**src/rtl/wb_pkg.sv**
```systemverilog
// Shared widths and the buffered write-back entry type for the write-back arbiter.
package wb_pkg;

    localparam int PREG_W = 6;
    localparam int XLEN   = 32;

    typedef struct packed {
        logic [PREG_W-1:0] tag;
        logic [XLEN-1:0]   data;
    } wb_entry_t;

endpackage

```
**src/rtl/wb_fifo.sv**
```systemverilog
// Per-source result buffer: synchronous FIFO of wb_entry_t with flush.
module wb_fifo
    import wb_pkg::*;
#(
    parameter int DEPTH = 2
) (
    input  logic      clk,
    input  logic      rst_n,
    input  logic      flush,
    input  logic      push,
    input  logic      pop,
    input  wb_entry_t wr_entry,
    output logic      full,
    output logic      empty,
    output wb_entry_t head
);

    localparam int AW = $clog2(DEPTH);

    wb_entry_t     r_mem [DEPTH];
    logic [AW:0]   r_wptr;
    logic [AW:0]   r_rptr;
    logic          w_do_push;
    logic          w_do_pop;

    // Pointers carry one extra wrap bit so full and empty are distinguishable.
    assign full      = (r_wptr[AW] != r_rptr[AW]) && (r_wptr[AW-1:0] == r_rptr[AW-1:0]);
    assign empty     = (r_wptr == r_rptr);
    assign head      = r_mem[r_rptr[AW-1:0]];
    assign w_do_push = push && !full && !flush;
    assign w_do_pop  = pop && !empty && !flush;

    always_ff @(posedge clk) begin
        if (!rst_n || flush) begin
            r_wptr <= '0;
            r_rptr <= '0;
        end else begin
            if (w_do_push) r_wptr <= r_wptr + 1'b1;
            if (w_do_pop)  r_rptr <= r_rptr + 1'b1;
        end
    end

    always_ff @(posedge clk) begin
        if (rst_n && w_do_push) r_mem[r_wptr[AW-1:0]] <= wr_entry;
    end

endmodule

```
**src/rtl/wb_arbiter.sv**
```systemverilog
// Round-robin write-back arbiter: buffers results per source and writes one per cycle
// into the register file. Define WB_STATS_EN to add write/stall counters.
module wb_arbiter
    import wb_pkg::*;
#(
    parameter int N_SRC      = 3,
    parameter int FIFO_DEPTH = 2
) (
    input  logic                    clk,
    input  logic                    rst_n,
    input  logic                    flush,
    input  logic [N_SRC-1:0]        src_valid,
    output logic [N_SRC-1:0]        src_ready,
    input  logic [N_SRC*PREG_W-1:0] src_tag,
    input  logic [N_SRC*XLEN-1:0]   src_data,
    output logic                    rf_we,
    output logic [PREG_W-1:0]       rf_waddr,
    output logic [XLEN-1:0]         rf_wdata,
    output logic                    pending
`ifdef WB_STATS_EN
    ,
    output logic [31:0]             stat_writes,
    output logic [31:0]             stat_stalls
`endif
);

    localparam int IDX_W = (N_SRC > 1) ? $clog2(N_SRC) : 1;

    logic [N_SRC-1:0] w_full;
    logic [N_SRC-1:0] w_empty;
    logic [N_SRC-1:0] w_push;
    logic [N_SRC-1:0] w_pop;
    wb_entry_t        w_head [N_SRC];
    logic             w_grant_vld;
    logic [IDX_W-1:0] w_grant_idx;
    wb_entry_t        w_sel;
    logic [IDX_W-1:0] r_last_grant;

    for (genvar gi = 0; gi < N_SRC; gi++) begin : g_src
        wb_entry_t w_in;

        assign w_in.tag  = src_tag[gi*PREG_W +: PREG_W];
        assign w_in.data = src_data[gi*XLEN +: XLEN];
        // Ready never looks at src_valid; tag 0 handshakes but is dropped here.
        assign src_ready[gi] = rst_n && !flush && !w_full[gi];
        assign w_push[gi]    = src_valid[gi] && src_ready[gi] && (w_in.tag != '0);
        assign w_pop[gi]     = w_grant_vld && (w_grant_idx == IDX_W'(gi));

        wb_fifo #(.DEPTH(FIFO_DEPTH)) u_fifo (
            .clk      (clk),
            .rst_n    (rst_n),
            .flush    (flush),
            .push     (w_push[gi]),
            .pop      (w_pop[gi]),
            .wr_entry (w_in),
            .full     (w_full[gi]),
            .empty    (w_empty[gi]),
            .head     (w_head[gi])
        );
    end

    assign pending = |(~w_empty);

    // Search starts one past the last granted source and wraps.
    always_comb begin
        int w_j;
        w_j         = 0;
        w_grant_vld = 1'b0;
        w_grant_idx = '0;
        w_sel       = '0;
        for (int k = 1; k <= N_SRC; k++) begin
            w_j = int'(r_last_grant) + k;
            if (w_j >= N_SRC) w_j = w_j - N_SRC;
            if (!w_grant_vld && !w_empty[w_j]) begin
                w_grant_vld = 1'b1;
                w_grant_idx = IDX_W'(w_j);
                w_sel       = w_head[w_j];
            end
        end
    end

    always_ff @(posedge clk) begin
        if (!rst_n) begin
            rf_we        <= 1'b0;
            rf_waddr     <= '0;
            rf_wdata     <= '0;
            r_last_grant <= IDX_W'(N_SRC - 1);
        end else if (flush) begin
            rf_we <= 1'b0;
        end else begin
            rf_we <= w_grant_vld;
            if (w_grant_vld) begin
                rf_waddr     <= w_sel.tag;
                rf_wdata     <= w_sel.data;
                r_last_grant <= w_grant_idx;
            end
        end
    end

`ifdef WB_STATS_EN
    // Counters survive flush; only reset clears them.
    always_ff @(posedge clk) begin
        if (!rst_n) begin
            stat_writes <= '0;
            stat_stalls <= '0;
        end else begin
            if (rf_we) stat_writes <= stat_writes + 32'd1;
            if (|(src_valid & ~src_ready)) stat_stalls <= stat_stalls + 32'd1;
        end
    end
`endif

endmodule

```
**config.mk**
```make
export PLATFORM = sky130hd
export DESIGN_NAME = wb_arbiter
export DESIGN_NICKNAME = d
export VERILOG_FILES = /design/src/rtl/wb_pkg.sv /design/src/rtl/wb_fifo.sv /design/src/rtl/wb_arbiter.sv
export SDC_FILE = /design/constraint.sdc
export NUM_CORES = 1
export LEC_CHECK = 0
export ABC_AREA = 1
export BUFFER_PORTS_ARGS = -buffer_cell sky130_fd_sc_hd__buf_2
export CAP_MARGIN = 20
export CORE_MARGIN = 2
export CORE_UTILIZATION = 59
export CTS_CLUSTER_DIAMETER = 150
export DETAILED_ROUTE_END_ITERATION = 10
export PLACE_DENSITY_LB_ADDON = 0.12
export REMOVE_ABC_BUFFERS = 1
export SETUP_SLACK_MARGIN = 0.4
export SYNTH_ARGS = -nofsm -noshare
export SYNTH_HDL_FRONTEND = slang
export SYNTH_SLANG_ARGS = --single-unit
```
**constraint.sdc**
```tcl
create_clock -name clk -period 4.8 [get_ports clk]
set_clock_uncertainty 0.1 [all_clocks]
set_input_delay 0.96 -clock clk [delete_from_list [all_inputs] [get_ports clk]]
set_output_delay 0.96 -clock clk [all_outputs]
set_load 0.02 [all_outputs]
```
# After elaboration in Yosys (flattened, before gate mapping)
# Memory sizes are Yosys's and may differ from the RTL's. A register that Yosys moved wholly into a read port is not among the register bits.
# Cells that the tools add are included.
# totals
mem_bits_rw	228
ff_bits	53
wordCells	145
mem_count	3
in_bits	120
output_inout_bits	43
# classes
n_reduce_logical	52
magnitude_cmp	9
addsub	12
eq_ne	11
n_mux	42
bitwise_logic	6
# mem_list
name	words	word_bits	rd	rd_clocked_by_memory_dff	wr	line_no	text
g_src[0].u_fifo.r_mem	2	38	1	1	1	wb_fifo.sv:20	wb_entry_t r_mem [DEPTH];
g_src[1].u_fifo.r_mem	2	38	1	1	1	wb_fifo.sv:20	
g_src[2].u_fifo.r_mem	2	38	1	1	1	wb_fifo.sv:20	
# op_table
operator	count
38-bit two-way mux	9
38-bit binary-select mux with 2-bit select	3
32-bit by 3-bit greater-or-equal comparator with 1-bit output (second input constant)	3
32-bit by 4-bit less-than comparator with 1-bit output (second input constant)	3
32-bit two-way mux	3
32-bit NOT	3
1-bit logical AND	33
1-bit two-way mux	21
6-bit nonzero test	3
2-bit by 1-bit adder with 2-bit output (second input constant)	6
3-bit by 2-bit subtractor with 4-bit output (second input constant)	3
1-bit zero test	11
3-bit by 2-bit greater-or-equal comparator with 1-bit output (second input constant)	3
2-bit by 2-bit adder with 3-bit output (second input constant)	2
1-bit binary-select mux with 2-bit select	3
2-bit equality test	3
2-bit two-way mux	3
2-bit by 1-bit adder with 3-bit output (second input constant)	1
1-bit equality test	3
1-bit inequality test	3
3-bit NOT	1
3-bit OR reduction	1
2-bit by 1-bit equality test with 1-bit output (second input constant)	1
2-bit equality test (second input constant)	1
5 further kinds	6

# Logic depth before layout (Yosys ltp)
# Gate-level depths: netlist (run 1).
# depth
depth_word	18
mapped_depth	18
depth_no_buf	15

# Cells and area by module
# From an unflattened synthesis (run 1), not the netlist that was laid out.
# unflattened
hier_cells	1471
hier_area_um2	14438.8
# modules_own_cells
module	cells_per_inst	area_per_inst_um2	seq_area_each_um2	instances
wb_fifo	166	3105.5	2382.3	3
wb_arbiter	973	5122.4	820.8	1

# Least setup slack after synthesis (run 1)
# Ideal clock, no wire load.
# synth_path
path_type	input to register
start	input rst_n
end	register g_src[0].u_fifo.r_wptr[1]
setup_time_ps	121
arrival_time_ps	4169
slack_ps	410
required_time_ps	4579
path_buffers	0
stages	9
path_cell_list	inv_1 -> nor2_2 -> inv_1 -> a31oi_1 -> nand3_1 -> nor2_1 -> inv_1 -> o21ai_0 -> a21oi_1
# synth_via
elab_chain_cells	6
elab_cells_between_ends	8
classes_between	reduce/logical: 8
# synth_rtl
element	line_no	text
start: declaration	wb_arbiter.sv:10	input logic rst_n,
1-bit logical AND (2 in a row)	wb_arbiter.sv:45	assign src_ready[gi] = rst_n && !flush && !w_full[gi];
named net src_ready[0]	wb_arbiter.sv:13	output logic [N_SRC-1:0] src_ready,
1-bit logical AND (2 in a row)	wb_arbiter.sv:46	assign w_push[gi] = src_valid[gi] && src_ready[gi] && (w_in.tag != '0);
1-bit logical AND (2 in a row)	wb_fifo.sv:30	assign w_do_push = push && !full && !flush;
end signal: assignment	wb_fifo.sv:38	if (w_do_push) r_wptr <= r_wptr + 1'b1;
end: declaration	wb_fifo.sv:21	logic [AW:0] r_wptr;
# The timed path passes the listed nets, and every way through them passes these cells.
# A chain may end at the register's enable or synchronous reset.

# Final worst setup path (run 1)
# layout_path
start	register r_last_grant[0]
end	register rf_wdata[16]
# layout_via
elab_chain_cells	13
elab_cells_between_ends	45
classes_between	add/sub: 6; order compare: 3; mux: 27; bitwise: 3; reduce/logical: 6
# layout_rtl
element	line_no	text
start: declaration	wb_arbiter.sv:37	logic [IDX_W-1:0] r_last_grant;
start signal: assignment	wb_arbiter.sv:87	r_last_grant <= IDX_W'(N_SRC - 1);
start signal: assignment	wb_arbiter.sv:95	r_last_grant <= w_grant_idx;
2-bit by 2-bit adder with 3-bit output	wb_arbiter.sv:72	w_j = int'(r_last_grant) + k;
3-bit by 2-bit subtractor with 4-bit output / 3-bit by 2-bit greater-or-equal comparator with 1-bit output (equally long branches)	wb_arbiter.sv:73	if (w_j >= N_SRC) w_j = w_j - N_SRC;
32-bit two-way mux	wb_arbiter.sv:73	
1-bit binary-select mux with 2-bit select	wb_arbiter.sv:74	if (!w_grant_vld && !w_empty[w_j]) begin
1-bit two-way mux (not written as such) (2 in a row)	wb_arbiter.sv:74	
1-bit zero test	wb_arbiter.sv:74	
1-bit logical AND	wb_arbiter.sv:74	
1-bit two-way mux	wb_arbiter.sv:74	
1-bit zero test	wb_arbiter.sv:74	
1-bit logical AND	wb_arbiter.sv:74	
1-bit two-way mux	wb_arbiter.sv:74	
2-bit AND reduction (no source line)	-	
end signal: assignment	wb_arbiter.sv:94	rf_wdata <= w_sel.data;
end: declaration	wb_arbiter.sv:18	output logic [XLEN-1:0] rf_wdata,
# Parallel ways exist; a longest one is shown, timed or not. The select of a mux whose other input is x is not followed.

==> results of run 1 <==
logic make-up (layout without fill, tap and decap cells):
family,after synthesis,count (layout),share of synthesized area (%)
adders and majority gates,4,4,0.368
muxes,44,44,3.45
DFF,284,284,58.6
other,0,3,0
xor gates and xnor gates,4,4,0.313
and+or+nand+nor,582,582,17.3
buffers and inverters,156,302,4.82
AOI/OAI and AO/OA,373,373,15.2
power by group:
| group | leakage (µW) | internal (µW) | switching, µW |
|---|---|---|---|
| combinational | 0.00307 | 1080 | 2540 |
| sequential | 0.00253 | 2840 | 96.4 |
| clock | 0.000455 | 1300 | 899 |
layout by cell type (no fill, tap or decap), types with 23 or more instances in the layout:
master	netlist	final
inv_1	57	56
dfxtp_1	56	54
buf_2	31	162
clkbuf_16	0	29
nand2_1	447	447
nand3_1	24	24
buf_4	4	23
mux2_2	23	23
a22oi_1	26	26
o21ai_0	144	144
a21oi_1	138	138
nor2_1	69	64
edfxtp_1	228	228
synth_stat cells, drive strengths merged:
library cell	number	share of area, %
xnor2	1	0.12
o21ai	163	6.0
o22ai	1	0.046
dfxtp	56	8.3
nand3	28	1.2
o211ai	23	1.3
inv	64	1.8
nand2	453	13
or2	9	0.41
nand4	5	0.23
ha	4	0.37
a21oi	139	5.1
xor2	3	0.19
mux2i	21	1.5
o21a	4	0.22
clkbuf	50	1.4
a22oi	26	1.4
edfxtp	228	50
a211oi	5	0.28
and2	8	0.37
a31oi	3	0.14
nor2	76	2.3
buf	42	1.7
mux2	23	1.9
nor4	3	0.14
o221ai	9	0.58
registers in the layout (all words and copies together), names as in the netlist, named ones only:
signal / cells
rf_we: 1
r_last_grant: 2
g_src.u_fifo.r_wptr: 6
g_src.u_fifo.r_rptr: 6
rf_waddr: 6
rf_wdata: 32
g_src.u_fifo.r_mem: 228
worst max-delay path by stage:
stage	startpoint	to	slack, ps	cells past startpoint
2_1_floorplan	r_last_grant[0]	g_src[0].u_fifo.r_rptr[1]	-1330	14
3_3_place_gp	rst_n	g_src[0].u_fifo.r_mem[0][21]	1170	8
3_5_place_dp	rst_n	g_src[0].u_fifo.r_mem[0][18]	1100	8
4_1_cts	rst_n	src_ready[1]	1520	6
5_1_grt	r_last_grant[0]	rf_wdata[16]	1270	12
6_report	r_last_grant[0]	rf_wdata[16]	1420	13
worst register-to-register path: stages (launching register included):
cell,delay [ps]
dfxtp_1,320
inv_1,200
buf_4,420
ha_1,300
nor2_4,50
inv_2,230
nor2_2,90
a21oi_2,170
nand2_2,290
inv_2,570
o21ai_0,250
o211ai_2,130
nand2_1,70
a21oi_1,140
layout make-up:
class                   instances  area [µm²]
clock inverters                16         163
multi-input cells            1007        5020
fillers                      1745        7120
repair buffers                186         998
diodes                          3        7.51
flip-flops and latches        284        7970
inverters                      64         240
clock buffers                  36         772
well taps                     285         357
per-layer routing:
| layer | global-route usage [%] | vias to the layer above |
|---|---|---|
| li1 | - | 5265 |
| met1 | 43.9 | 5149 |
| met2 | 44.2 | 567 |
| met3 | 5.61 | 69 |
| met4 | 7.25 | 0 |
| met5 | 0 | - |
metrics by stage:
stage / cells / total power, µW / worst slack [ps] / utilization [%]
3_3_place_gp: 1825 / 6410 / 1170 / 64.3
3_5_place_dp: 1825 / 6480 / 1100 / 64.3
6_report: 1881 / 8740 / 1420 / 68.6
5_1_grt: 1878 / 9210 / 1270 / 68.5
4_1_cts: 1877 / 8670 / 1520 / 68.5
2_1_floorplan: 1355 / 5340 / -1330 / -
==> impl_metrics.json, run 1 <==
{
  "setup_violations": 0,
  "postRouteAntennaNets": 0,
  "ys_types": 38,
  "wl_per_cell_um": 19.3,
  "p_per_area_nw_per_um2": 563,
  "grtUsageTotal_pct": 29.2,
  "cts_buffers": 28,
  "grt_pass1_wl_um": 54700,
  "core_area_um2": 22600,
  "hold_buffers": 0,
  "critPathArrivalTime_ps": 3750,
  "ctsLongestPathBuffers": 3,
  "cpMostUsedCell": "inv_2",
  "slowest_stage": "inv_2",
  "gr-total-overflow": 0,
  "regToRegSetupSlack_ps": 1420,
  "die-height_um": 156,
  "fin_area_um2": 15500,
  "firstDrtPassIters": 5,
  "row_count": 55,
  "p_leak_uw": 0.00605,
  "hpwl_um": 23800,
  "cts_root_buf": "clkbuf_16",
  "outcome": "completed",
  "via_count": 11100,
  "ys_seq_area_share_pct": 58.6,
  "cts_setup_buffers": 0,
  "clk_pin_slew_worst_paths_ps": 60,
  "drive_gt1_share_pct": 18.6,
  "initial_core_util_pct": 60.0,
  "grt_max_degree": 95,
  "drc": 0,
  "slew_headroom_pct": 32.3,
  "drt_wl_total_um": 36200,
  "hold_path_depth": 2,
  "detail_route.wirelength.met1_um": 15800,
  "fin_crit_sh_pct": 70.4,
  "routed_via_density": 5.87,
  "htreeDepth": 1,
  "hold_path.class": "reg2reg",
  "cp-end-kind": "register",
  "nNetsFinal": 1695,
  "io_pins": 163,
  "max_stage_delay_ps": 560,
  "wl_met2_um": 15700,
  "reg2reg_to": "rf_wdata[16]",
  "cp_max_fo": 29,
  "cts_resized": 0,
  "ir_drop_v": 0.000438,
  "area_growth_pct": 14.2,
  "postSynthCellCount": 1447,
  "max_freq_ghz": 0.296,
  "hold-worst-slack_ps": 360,
  "antenna_found_initial": 0,
  "place_congestion": 0.870,
  "reg2reg_from": "r_last_grant[0]",
  "maxCapViolations": 0,
  "drt_iter0_markers": 1266,
  "die-area_um2": 24300,
  "min_from": "rf_wdata[14]",
  "path_buf_inv": 4,
  "wl_met3_um": 3910,
  "slew_viol_final": 0,
  "grt_pass1_vias": 9919,
  "required_ps": 5170,
  "min_to": "rf_wdata[14]",
  "tightest_slew_ps": 1020,
  "rsz0062_at_grt": "false",
  "syn_area_per_cell_um2": 9.39,
  "cts_tree": "yes",
  "cpLargestDelayFamily": "buffers and inverters",
  "path_class": "reg2reg",
  "rr_worst_depth": 13,
  "placed_area_um2": 14600,
  "die_w_um": 156,
  "layout_min_cycle_time_ps": 3380,
  "io_buffers": 162,
  "syn_area_um2": 13600,
  "ys_seq_elements": 284,
  "top_layer": "met4",
  "worst_skew_pair.late_latency_ps": 540,
  "start_kind": "register",
  "worstPathCellList": "inv_1 > buf_4 > ha_1 > nor2_4 > inv_2 > nor2_2 > a21oi_2 > nand2_2 > inv_2 > o21ai_0 > o211ai_2 > nand2_1 > a21oi_1",
  "setup_tns_ps": 0,
  "hold_violations": 0,
  "cts_sinks": 284,
  "yosys_warnings": 0
}
No activity file was read; power rests on OpenSTA's default activity.
==> inputs of run 2 (changes only) <==
--- a/config.mk
+++ b/config.mk
@@ -9,7 +9,7 @@
 export BUFFER_PORTS_ARGS = -buffer_cell sky130_fd_sc_hd__buf_2
 export CAP_MARGIN = 20
 export CORE_MARGIN = 2
-export CORE_UTILIZATION = 59
+export CORE_UTILIZATION = 53
 export CTS_CLUSTER_DIAMETER = 150
 export DETAILED_ROUTE_END_ITERATION = 10
 export PLACE_DENSITY_LB_ADDON = 0.12
==> constraint.sdc (replaced) <==
create_clock -name clk -period 3.1 [get_ports clk]
set_clock_uncertainty 0.1 [all_clocks]
set_input_delay 0.62 -clock clk [delete_from_list [all_inputs] [get_ports clk]]
set_output_delay 0.62 -clock clk [all_outputs]
set_load 0.02 [all_outputs]
==> run 2 against run 1 <==
- sequential share of layout area shrank 1.0 points
- critical path type unchanged
- via count down 0.42%
- sequential power grew 56%
- largest power group unchanged
==> impl_metrics.json, run 2 (synthesis results as in run 1) <==
{
  "outcome": "completed",
  "die-height_um": 164,
  "reg2reg_to": "g_src[0].u_fifo.r_rptr[0]",
  "reg2reg_from": "r_last_grant[1]",
  "worstPathCellList": "inv_1 > ha_4 > nand2_1 > inv_1 > buf_4 > nor2_1 > inv_1 > nor2_1 > nor2_2 > nand2_1 > nor2_1 > nand2_1 > nand2_1 > nor2_1",
  "start_kind": "register",
  "slew_headroom_pct": 54.0,
  "path_class": "reg2reg",
  "maxCapViolations": 0,
  "fin_crit_sh_pct": 81.7,
  "row_count": 58,
  "grt_pass1_vias": 10100,
  "rr_worst_depth": 14,
  "core_area_um2": 25200,
  "slowest_stage": "buf_4",
  "hpwl_um": 25800,
  "cts_sinks": 284,
  "hold_buffers": 0,
  "htreeDepth": 1,
  "p_per_area_nw_per_um2": 867,
  "clockPowerShare_pct": 24.1,
  "hold_path.class": "in2reg",
  "io_pins": 163,
  "switching_share_pct": 40.5,
  "drc": 0,
  "nNetsFinal": 1719,
  "gr-total-overflow": 0,
  "p_int_uw": 8170,
  "cts_tree": "yes",
  "via_count": 11000,
  "final_cell_mix": "447 x nand2_1, 228 x edfxtp_1, 162 x buf_2, 144 x o21ai_0, 138 x a21oi_1",
  "cts_root_buf": "clkbuf_16",
  "required_ps": 3440,
  "grtUsageTotal_pct": 28.0,
  "initial_core_util_pct": 54.0,
  "max_stage_delay_ps": 450,
  "min_from": "src_data[48]",
  "cp_max_fo": 39,
  "antenna_found_initial": 0,
  "min_to": "g_src[1].u_fifo.r_mem[0][16]",
  "ir_drop_v": 0.000641,
  "cp-end-kind": "register",
  "layout_min_cycle_time_ps": 2530,
  "fin_area_um2": 15800,
  "hold_path_depth": 1,
  "drt_wl_total_um": 38100,
  "place_congestion": 0.908,
  "layout_commonest_cell": "nand2_1",
  "die_w_um": 164,
  "postRouteAntennaNets": 0,
  "clk_pin_slew_worst_paths_ps": 70,
  "ctsLongestPathBuffers": 3,
  "hold_violations": 0,
  "cts_buffers": 29,
  "slew_viol_final": 0,
  "grt_max_degree": 87,
  "p_leak_uw": 0.00618,
  "tightest_slew_ps": 689,
  "die-area_um2": 26900,
  "worst_skew_pair.late_latency_ps": 560,
  "grt_pass1_wl_um": 57200,
  "wl_per_cell_um": 19.6,
  "max_freq_ghz": 0.395,
  "firstDrtPassIters": 6,
  "drt_iter0_markers": 1160,
  "seq_power_share_pct": 33.2,
  "p_total_uw": 13700,
  "drive_gt1_share_pct": 19.9,
  "regToRegSetupSlack_ps": 570,
  "io_buffers": 162,
  "p_switching_uw": 5570,
  "critPathArrivalTime_ps": 2880,
  "area_growth_pct": 16.6,
  "placed_area_um2": 14900,
  "power_frac_comb_pct": 42.7,
  "largest_reg_flops": 228,
  "rsz0062_at_grt": "false",
  "setup_violations": 0,
  "antenna-diode-count": 0,
  "routed_via_density": 5.65,
  "setup_tns_ps": 0
}
## run 2: changes by cell type in the layout (fill, tap and decap cells not counted), sizes merged
cell / previous run / this run
buf: 186 / 209
bufinv: 3 / 2
clkbuf: 36 / 33
clkinv: 10 / 15
clkinvlp: 2 / 4
diode: 3 / 0
inv: 65 / 63
## run 2: metrics by stage
stage | utilization [%] | hold slack (ps) | worst slack (ps) | cells
5_1_grt | 62.9 | 143 | 399 | 1947
4_1_cts | 62.6 | 139 | 426 | 1943
6_report | 62.9 | 156 | 567 | 1947
2_1_floorplan | - | 358 | -3030 | 1355
3_3_place_gp | 59.1 | 353 | 473 | 1890
3_5_place_dp | 59.1 | 354 | 417 | 1890
## run 2: timing repair
item	4_1_cts	5_1_grt
setup endpoints to repair	1	48
pin swaps	0	1
gates resized for setup	1	3
buffers inserted	0	4
gates cloned	0	0
## run 2: area by class of cell
cell class	instances	area (µm²)
Clock buffer	33	741
Clock inverter	20	151
Fill cell	2095	9340
Inverter	64	246
Multi-Input combinational cell	1007	5020
Sequential cell	284	7970
Tap cell	330	413
Timing Repair Buffer	209	1300
## run 2: power by group through the flow
stage / logic, µW / registers (µW) / clock network [µW]
2_1_floorplan: 3400 / 4880 / 0
3_3_place_gp: 5580 / 4640 / 0
5_1_grt: 6440 / 4590 / 3500
3_5_place_dp: 5620 / 4650 / 0
4_1_cts: 5640 / 4570 / 3350
6_report: 5860 / 4560 / 3310
## run 2: layer usage
| metal | vias to the layer above | global-route usage [%] | part of all wire (%) | routed length, µm |
|---|---|---|---|---|
| met5 | - | 0 | 0 | 0 |
| met1 | 5165 | 41.7 | 44 | 16900 |
| met3 | 44 | 7.10 | 11 | 4160 |
| met4 | 0 | 5.54 | 1.5 | 584 |
| met2 | 502 | 41.8 | 43 | 16500 |
| li1 | 5293 | - | - | - |
## run 2: worst max-delay path by stage
| stage | startpoint | endpoint | slack [ps] |
|---|---|---|---|
| 6_report | r_last_grant[1] | g_src[0].u_fifo.r_rptr[0] | 570 |
| 5_1_grt | r_last_grant[1] | register | 400 |
| 4_1_cts | r_last_grant[1] | r_last_grant[1] | 430 |
| 3_5_place_dp | r_last_grant[1] | rf_waddr[1] | 420 |
| 3_3_place_gp | r_last_grant[1] | r_last_grant[1] | 470 |
| 2_1_floorplan | r_last_grant[0] | g_src[0].u_fifo.r_rptr[1] | -3030 |
## run 2: worst max-delay path, delay by kind of cell, from the launching register on
kind	cells	cell delay, ps
fa+ha+maj	1	380
buf+inv	4	700
flops	1	380
simple gates	9	850
